[src/rtl/laser_game_pkg.sv]
// Shared types and constants for the two-player laser-target game core.
// Optional build macro MISS_PENALTY_EN (see laser_player) changes miss scoring.
package laser_game_pkg;

    typedef enum logic [1:0] {
        ST_IDLE,
        ST_FIRE,
        ST_COOLDOWN,
        ST_REARM
    } player_state_t;

    // Fibonacci LFSR for x^8+x^6+x^5+x^4+1, shifting left into bit 0.
    localparam logic [7:0] LFSR_SEED = 8'hA5;
    localparam logic [7:0] LFSR_TAPS = 8'b1011_1000;

    localparam logic [6:0] SEG_BLANK = 7'b1111111;

    function automatic logic [7:0] lfsr_step(input logic [7:0] state);
        return {state[6:0], ^(state & LFSR_TAPS)};
    endfunction

    // Active-low segments, bit order {g,f,e,d,c,b,a}.
    function automatic logic [6:0] seg_encode(input logic [3:0] digit);
        logic [6:0] seg;
        case (digit)
            4'd0:    seg = 7'b1000000;
            4'd1:    seg = 7'b1111001;
            4'd2:    seg = 7'b0100100;
            4'd3:    seg = 7'b0110000;
            4'd4:    seg = 7'b0011001;
            4'd5:    seg = 7'b0010010;
            4'd6:    seg = 7'b0000010;
            4'd7:    seg = 7'b1111000;
            4'd8:    seg = 7'b0000000;
            4'd9:    seg = 7'b0010000;
            default: seg = SEG_BLANK;
        endcase
        return seg;
    endfunction

endpackage

[src/rtl/laser_player.sv]
// One player: trigger synchroniser + debouncer, shot FSM and saturating BCD score.
// With MISS_PENALTY_EN defined, a shot timeout decrements the score (floor 00).
module laser_player
    import laser_game_pkg::*;
#(
    parameter int DEBOUNCE_CYCLES = 16,
    parameter int SHOT_CYCLES     = 64,
    parameter int COOLDOWN_CYCLES = 32
) (
    input  logic       clock,
    input  logic       reset,
    input  logic       flex,
    input  logic       photo_hit,
    output logic       laser,
    output logic       hit,
    output logic [3:0] tens_next,
    output logic [3:0] ones_next
);

    localparam int DEB_W   = $clog2(DEBOUNCE_CYCLES) + 1;
    localparam int TMR_MAX = (SHOT_CYCLES > COOLDOWN_CYCLES) ? SHOT_CYCLES : COOLDOWN_CYCLES;
    localparam int TMR_W   = $clog2(TMR_MAX) + 1;

    localparam logic [DEB_W-1:0] DEB_LAST  = DEB_W'(DEBOUNCE_CYCLES - 1);
    localparam logic [TMR_W-1:0] SHOT_LAST = TMR_W'(SHOT_CYCLES - 1);
    localparam logic [TMR_W-1:0] COOL_LAST = TMR_W'(COOLDOWN_CYCLES - 1);

    logic             flex_p0;
    logic             flex_p1;
    logic             flex_deb;
    logic             flex_deb_q;
    logic [DEB_W-1:0] deb_cnt;

    player_state_t    state;
    logic [TMR_W-1:0] timer;
    logic [3:0]       tens;
    logic [3:0]       ones;
    logic             miss;
    logic             trig_rise;

    // Stage p0/p1: metastability filter; then the debounced level only flips
    // after DEBOUNCE_CYCLES consecutive samples disagree with it.
    always_ff @(posedge clock) begin
        if (reset) begin
            flex_p0    <= 1'b0;
            flex_p1    <= 1'b0;
            flex_deb   <= 1'b0;
            flex_deb_q <= 1'b0;
            deb_cnt    <= '0;
        end else begin
            flex_p0    <= flex;
            flex_p1    <= flex_p0;
            flex_deb_q <= flex_deb;
            if (flex_p1 != flex_deb) begin
                if (deb_cnt == DEB_LAST) begin
                    flex_deb <= flex_p1;
                    deb_cnt  <= '0;
                end else begin
                    deb_cnt <= deb_cnt + 1'b1;
                end
            end else begin
                deb_cnt <= '0;
            end
        end
    end

    assign trig_rise = flex_deb & ~flex_deb_q;
    assign hit       = (state == ST_FIRE) && photo_hit;
    assign miss      = (state == ST_FIRE) && !photo_hit && (timer == SHOT_LAST);

    always_comb begin
        tens_next = tens;
        ones_next = ones;
        if (hit) begin
            if (ones != 4'd9) begin
                ones_next = ones + 4'd1;
            end else if (tens != 4'd9) begin
                ones_next = 4'd0;
                tens_next = tens + 4'd1;
            end
        end
`ifdef MISS_PENALTY_EN
        else if (miss) begin
            if (ones != 4'd0) begin
                ones_next = ones - 4'd1;
            end else if (tens != 4'd0) begin
                ones_next = 4'd9;
                tens_next = tens - 4'd1;
            end
        end
`endif
    end

    // A hit is checked before the timeout, so a hit on the last FIRE cycle scores.
    always_ff @(posedge clock) begin
        if (reset) begin
            state <= ST_IDLE;
            timer <= '0;
            laser <= 1'b0;
            tens  <= 4'd0;
            ones  <= 4'd0;
        end else begin
            tens <= tens_next;
            ones <= ones_next;
            case (state)
                ST_IDLE: begin
                    if (trig_rise) begin
                        state <= ST_FIRE;
                        laser <= 1'b1;
                        timer <= '0;
                    end
                end
                ST_FIRE: begin
                    if (hit || miss) begin
                        state <= ST_COOLDOWN;
                        laser <= 1'b0;
                        timer <= '0;
                    end else begin
                        timer <= timer + 1'b1;
                    end
                end
                ST_COOLDOWN: begin
                    if (timer == COOL_LAST) begin
                        state <= ST_REARM;
                        timer <= '0;
                    end else begin
                        timer <= timer + 1'b1;
                    end
                end
                ST_REARM: begin
                    if (!flex_deb) begin
                        state <= ST_IDLE;
                    end
                end
                default: begin
                    state <= ST_IDLE;
                    laser <= 1'b0;
                    timer <= '0;
                end
            endcase
        end
    end

endmodule

[src/rtl/laser_target_core.sv]
// Two-player laser-target game: shared LFSR, hit-driven retargeting and score display.
// Build macro MISS_PENALTY_EN enables score decrement on a missed shot.
module laser_target_core
    import laser_game_pkg::*;
#(
    parameter int NUM_SENSORS     = 10,
    parameter int TARGET_W        = 4,
    parameter int DEBOUNCE_CYCLES = 16,
    parameter int SHOT_CYCLES     = 64,
    parameter int COOLDOWN_CYCLES = 32
) (
    input  logic                   clock,
    input  logic                   reset,
    input  logic                   flex_r,
    input  logic                   flex_l,
    input  logic [NUM_SENSORS-1:0] photo_array,
    output logic                   laser_r,
    output logic                   laser_l,
    output logic [TARGET_W-1:0]    target_a,
    output logic [TARGET_W-1:0]    target_b,
    output logic [6:0]             score_digit_a,
    output logic [6:0]             score_digit_b,
    output logic [6:0]             score_digit_c,
    output logic [6:0]             score_digit_d
);

    localparam int SUM_W = TARGET_W + 2;
    localparam logic [SUM_W-1:0] NS = SUM_W'(NUM_SENSORS);

    logic [NUM_SENSORS-1:0] photo_p0;
    logic [NUM_SENSORS-1:0] photo_p1;
    logic [7:0]             lfsr;
    logic                   hit_a;
    logic                   hit_b;
    logic [3:0]             tens_a_next;
    logic [3:0]             ones_a_next;
    logic [3:0]             tens_b_next;
    logic [3:0]             ones_b_next;
    logic [TARGET_W-1:0]    new_target_a;
    logic [TARGET_W-1:0]    new_target_b;

    // Sum never exceeds NUM_SENSORS+3, so two conditional subtractions reduce
    // it mod NUM_SENSORS for any legal sensor count (>= 3).
    function automatic logic [SUM_W-1:0] wrap_index(input logic [SUM_W-1:0] s);
        logic [SUM_W-1:0] r;
        r = s;
        if (r >= NS) r = r - NS;
        if (r >= NS) r = r - NS;
        return r;
    endfunction

    function automatic logic [TARGET_W-1:0] retarget(
        input logic [TARGET_W-1:0] cur,
        input logic [1:0]          step,
        input logic [TARGET_W-1:0] other
    );
        logic [SUM_W-1:0] s;
        s = wrap_index({2'b00, cur} + SUM_W'(step) + SUM_W'(1));
        if (s[TARGET_W-1:0] == other) begin
            s = wrap_index(s + SUM_W'(1));
        end
        return s[TARGET_W-1:0];
    endfunction

    laser_player #(
        .DEBOUNCE_CYCLES (DEBOUNCE_CYCLES),
        .SHOT_CYCLES     (SHOT_CYCLES),
        .COOLDOWN_CYCLES (COOLDOWN_CYCLES)
    ) u_player_a (
        .clock     (clock),
        .reset     (reset),
        .flex      (flex_r),
        .photo_hit (photo_p1[target_a]),
        .laser     (laser_r),
        .hit       (hit_a),
        .tens_next (tens_a_next),
        .ones_next (ones_a_next)
    );

    laser_player #(
        .DEBOUNCE_CYCLES (DEBOUNCE_CYCLES),
        .SHOT_CYCLES     (SHOT_CYCLES),
        .COOLDOWN_CYCLES (COOLDOWN_CYCLES)
    ) u_player_b (
        .clock     (clock),
        .reset     (reset),
        .flex      (flex_l),
        .photo_hit (photo_p1[target_b]),
        .laser     (laser_l),
        .hit       (hit_b),
        .tens_next (tens_b_next),
        .ones_next (ones_b_next)
    );

    // On simultaneous hits A moves first, and B steers around A's new target.
    always_comb begin
        new_target_a = target_a;
        new_target_b = target_b;
        if (hit_a) new_target_a = retarget(target_a, lfsr[1:0], target_b);
        if (hit_b) new_target_b = retarget(target_b, lfsr[1:0], new_target_a);
    end

    // Stage p0/p1: photodiode synchroniser; displays encode next-score so the
    // digits change on the same edge as the score itself.
    always_ff @(posedge clock) begin
        if (reset) begin
            photo_p0      <= '0;
            photo_p1      <= '0;
            lfsr          <= LFSR_SEED;
            target_a      <= TARGET_W'(NUM_SENSORS - 1);
            target_b      <= '0;
            score_digit_a <= seg_encode(4'd0);
            score_digit_b <= seg_encode(4'd0);
            score_digit_c <= seg_encode(4'd0);
            score_digit_d <= seg_encode(4'd0);
        end else begin
            photo_p0      <= photo_array;
            photo_p1      <= photo_p0;
            lfsr          <= lfsr_step(lfsr);
            target_a      <= new_target_a;
            target_b      <= new_target_b;
            score_digit_a <= seg_encode(tens_a_next);
            score_digit_b <= seg_encode(ones_a_next);
            score_digit_c <= seg_encode(tens_b_next);
            score_digit_d <= seg_encode(ones_b_next);
        end
    end

endmodule

[config.mk]
export PLATFORM = sky130hd
export DESIGN_NAME = laser_target_core
export DESIGN_NICKNAME = d
export VERILOG_FILES = /design/src/rtl/laser_game_pkg.sv /design/src/rtl/laser_player.sv /design/src/rtl/laser_target_core.sv
export SDC_FILE = /design/constraint.sdc
export NUM_CORES = 1
export LEC_CHECK = 0
export CAP_MARGIN = 15
export CORE_MARGIN = 4
export CORE_UTILIZATION = 40
export CTS_BUF_LIST = sky130_fd_sc_hd__clkbuf_4 sky130_fd_sc_hd__clkbuf_8 sky130_fd_sc_hd__clkbuf_16
export CTS_CLUSTER_SIZE = 28
export DETAILED_ROUTE_END_ITERATION = 6
export HOLD_SLACK_MARGIN = 0.06
export SLEW_MARGIN = 0
export SYNTH_ARGS = -nofsm -noshare
export SYNTH_HDL_FRONTEND = slang
export SYNTH_SLANG_ARGS = --single-unit
[constraint.sdc]
create_clock -name clock -period 13.7 [get_ports clock]
set_input_delay 1.37 -clock clock [delete_from_list [all_inputs] [get_ports clock]]
set_output_delay 1.37 -clock clock [all_outputs]
set_load 0.005 [all_outputs]
==> flow_results.org <==
** Run status
- Outcome :: complete, no violations

** Critical path
- Worst R2R Setup Slack :: about 6.7 ns
- In this run the worst path has a maximum fanout of 8.
- The worst setup path is captured at a register.
- For the worst setup path, the data required time is around 14 ns.
- Measured in cells, the most critical reg-to-reg path has a length of 25.
- CP Class :: reg -> reg
- Worst Setup Start Kind :: register
- CP arrival :: 7.35 ns

** Clocking
- Clock-pin slew was measured on the worst setup and hold paths at ~0.060 ns.
- The number of gates resized after CTS was 0.
- Clock root buffer :: clkbuf_16
- Clock sinks :: approximately 120
- CTS H-Tree Depth :: 4
- TritonCTS clock tree :: done
- TritonCTS buffer count :: 17
- Clk_lat worst skew :: roughly 0.42 ns
- The number of setup buffers added after CTS is 0.
- In this run the deepest clock path goes through 2 buffers.
- After clock tree synthesis, the flow added hold-fix buffers numbering 0.

** Global route
- Wire length of the first global-routing pass :: 28000 µm
- The via count of the first global-routing pass is 5832.
- Initial antenna violation count :: 0
- Pin count of the biggest net entering global routing :: 59
- Grt ovf :: 0
- In the global route stage, overall resource usage came out at 0.156.

** Layout
- The area growth from synthesis to layout is 16.8%.
- Diode insertion count for antenna repair :: 0
- Final net count :: a little over 1000
- Of the cells placed in the final design, the portion with a size suffix greater than 1 is 0.0839.
- Most frequent standard cell in the layout excluding fill and tap cells :: dfxtp_1
- The top cell types in the final layout, fill and taps aside, are dfxtp_1 (118), nor2_1 (99), nand2_1 (70).

** Timing
- Final setup violation count :: 0
- The count of endpoints failing hold in the final timing report is 0.
- Final setup TNS :: 0 ns
- Highest clock rate :: around 0.14 GHz
- Share of the clock period used by the worst path after layout :: 0.511
- Across the routed clock network, the largest skew measured is 0.00576 ns.
- For the pin with the worst max-slew slack, the measured transition is around 0.92 ns.
- Once routing completed, OpenROAD measured the worst setup slack at around 6.7 ns.
- Setup repair after global routing missed its margin :: no
- Final critical delay including setup and external delays :: 7.00 ns
- The final number of max-transition violations was 0.
- Relative slew slack :: 0.383

** Logic synthesis
- Cell area after synthesis :: approximately 7600 µm²
- Flops & latches, synth :: about 120
- The synthesized design contains 0 enable-type register cells.
- Sequential fraction of the synthesis area :: 0.310
- Commonest register cell after synthesis :: dfxtp_1
- Net count after synthesis :: 980
- A synthesized cell averages ~8.4 µm².
- In the synthesized netlist the async set-or-reset flop fraction comes to 0.
- Count of yosys warnings during synthesis :: 0
- Number of distinct library cells after synthesis :: 97
- Synthesis produced a netlist whose cell count is 903.

** Die
- The die covers between 20000 and 25000 µm².
- In this run the horizontal extent of the chip is between 100 and 150 µm.
- Height of the chip :: 146 µm
- Standard-cell row count :: 50
- For this configuration, the core starts out at a cell density of 0.407.
- I/O pin count :: 52
- Floorplan Core Area :: 18700 µm²

** Pwr
- Leak :: 0.00363 µW
- Power spread over the standard cell area amounts to roughly 140 nW/µm².
- VDD IR-drop max :: approximately 0.000073 V

** Placed design
- Worst setup slack after placement :: 6.80 ns
- Detailed-placement wirelength estimate :: around 12000 µm
- Routability-driven placement finished with a final weighted congestion of 0.819.
- Number of input and output port buffers inserted :: slightly above 50

** Routing
- The pre-antenna-repair detailed-routing pass consisted of 5 iterations.
- In this run the remaining antenna-violating nets after routing total 0.
- Detailed-route vias per instance :: approximately 5.3
- Final routed wire length divided by cell count :: ~14 µm
- For this run, design rule violations remaining after detail routing come to 0.
- The routed layout has approximately 6300 vias.
- DRT Wirelength :: approximately 17000 µm
- After the first detailed-routing iteration, the DRC count stood at between 200 and 300.

** Run
- Across the run, the number of max-cap violations was 0.

** Hold path
- Along the worst hold path, the cell count comes to 1.
- The tightest min-delay check is of the reg -> reg type.
==> area by class of cell <==
cell class,instances,area (µm²)
fillers,1806,9810
multi-input cells,701,4920
flip-flops and latches,118,2360
repair buffers,52,515
clock buffers,20,460
well taps,234,293
inverters,51,191
clock inverters,12,153
==> logic make-up after synthesis <==
group | count (synthesis) | synth area share
adders and majority gates | 63 | 0.105
muxes | 29 | 0.0452
and+or+nand+nor | 363 | 0.247
xor gates and xnor gates | 31 | 0.0386
buffers and inverters | 84 | 0.0442
AOI/OAI and AO/OA | 215 | 0.209
DFF | 118 | 0.310
==> cell usage after synthesis (all sizes together) (7+ instances only) <==
library cell	instances	area (µm²)
clkbuf	23	87.6
or2	12	75.1
nand2	72	280
mux2i	22	220
a22oi	9	86.3
a211oi	15	118
o21a	8	60.1
inv	51	191
o211ai	9	81.3
nand2b	11	68.8
xor2	15	146
nor2b	48	303
o21ai	44	224
and3	12	75.1
o311ai	8	70.1
or3	11	68.8
nor3	20	100
o31ai	8	65.1
and2	17	106
a221oi	7	96.3
buf	10	57.6
nand3	23	115
a21oi	46	249
xnor2	16	148
a31oi	10	68.8
ha	61	763
nand3b	11	86.3
nor2	99	372
dfxtp	118	2360
==> per-stage QoR <==
step                area, µm²  power, µW  std cells  hold WS (ns)   util
detailed placement       8280        779       1156         0.392  0.443
CTS                      8890       1240       1188         0.399  0.475
global placement         8280        778       1156         0.391  0.443
global route             8890       1310       1188         0.418  0.475
finish                   8890       1230       1188         0.400  0.475
floorplan                7610        695        903         0.389      -
==> sequential cells by signal (all words and copies together) (netlist names), 4 cells and up <==
name                cells
photo_p0               10
photo_p1               10
lfsr                    8
score_digit_a           7
score_digit_b           7
score_digit_c           7
score_digit_d           7
u_player_a.timer        7
u_player_b.timer        7
u_player_a.deb_cnt      5
u_player_b.deb_cnt      5
target_a                4
target_b                4
u_player_a.ones         4
u_player_a.tens         4
u_player_b.ones         4
u_player_b.tens         4
==> routing by layer <==
metal,wire length [µm],track usage
met1,8270,0.210
met2,7450,0.251
met3,547,0.0315
met4,243,0.0560
met5,0,0
==> worst max-delay path: stages, from the launching register on <==
cell and delay [ns]:
dfxtp_1 0.50, inv_1 0.11, ha_1 0.26, fa_1 0.51
xor2_2 0.35, ha_1 0.27, nand2_1 0.09, a22o_1 0.24
a21oi_1 0.29, o32ai_2 0.21, o21ai_1 0.27, xor2_1 0.59
ha_1 0.39, inv_1 0.10, a21oi_1 0.15, nand2b_1 0.20
inv_1 0.08, ha_1 0.19, nand2_1 0.08, or4bb_1 0.47
a22oi_4 0.26, mux2i_1 0.28, ha_1 0.27, mux2i_1 0.17
or4b_1 0.45, a31oi_1 0.13
==> final timing paths <==
check	to	from
worst max-delay path	target_b[2]	target_b[0]
worst min-delay path	lfsr[7]	lfsr[6]
worst max register to register	target_b[2]	target_b[0]
worst min register to register	lfsr[7]	lfsr[6]
==> where the power goes <==
group / switching [µW] / total (µW) / leakage (µW) / internal, µW
registers: 11.6 / 369 / 0.000959 / 357
clock network: 159 / 455 / 0.000291 / 296
logic: 243 / 406 / 0.00238 / 163
total: 414 / 1230 / 0.00363 / 817
(Power assumes the default switching activity.)
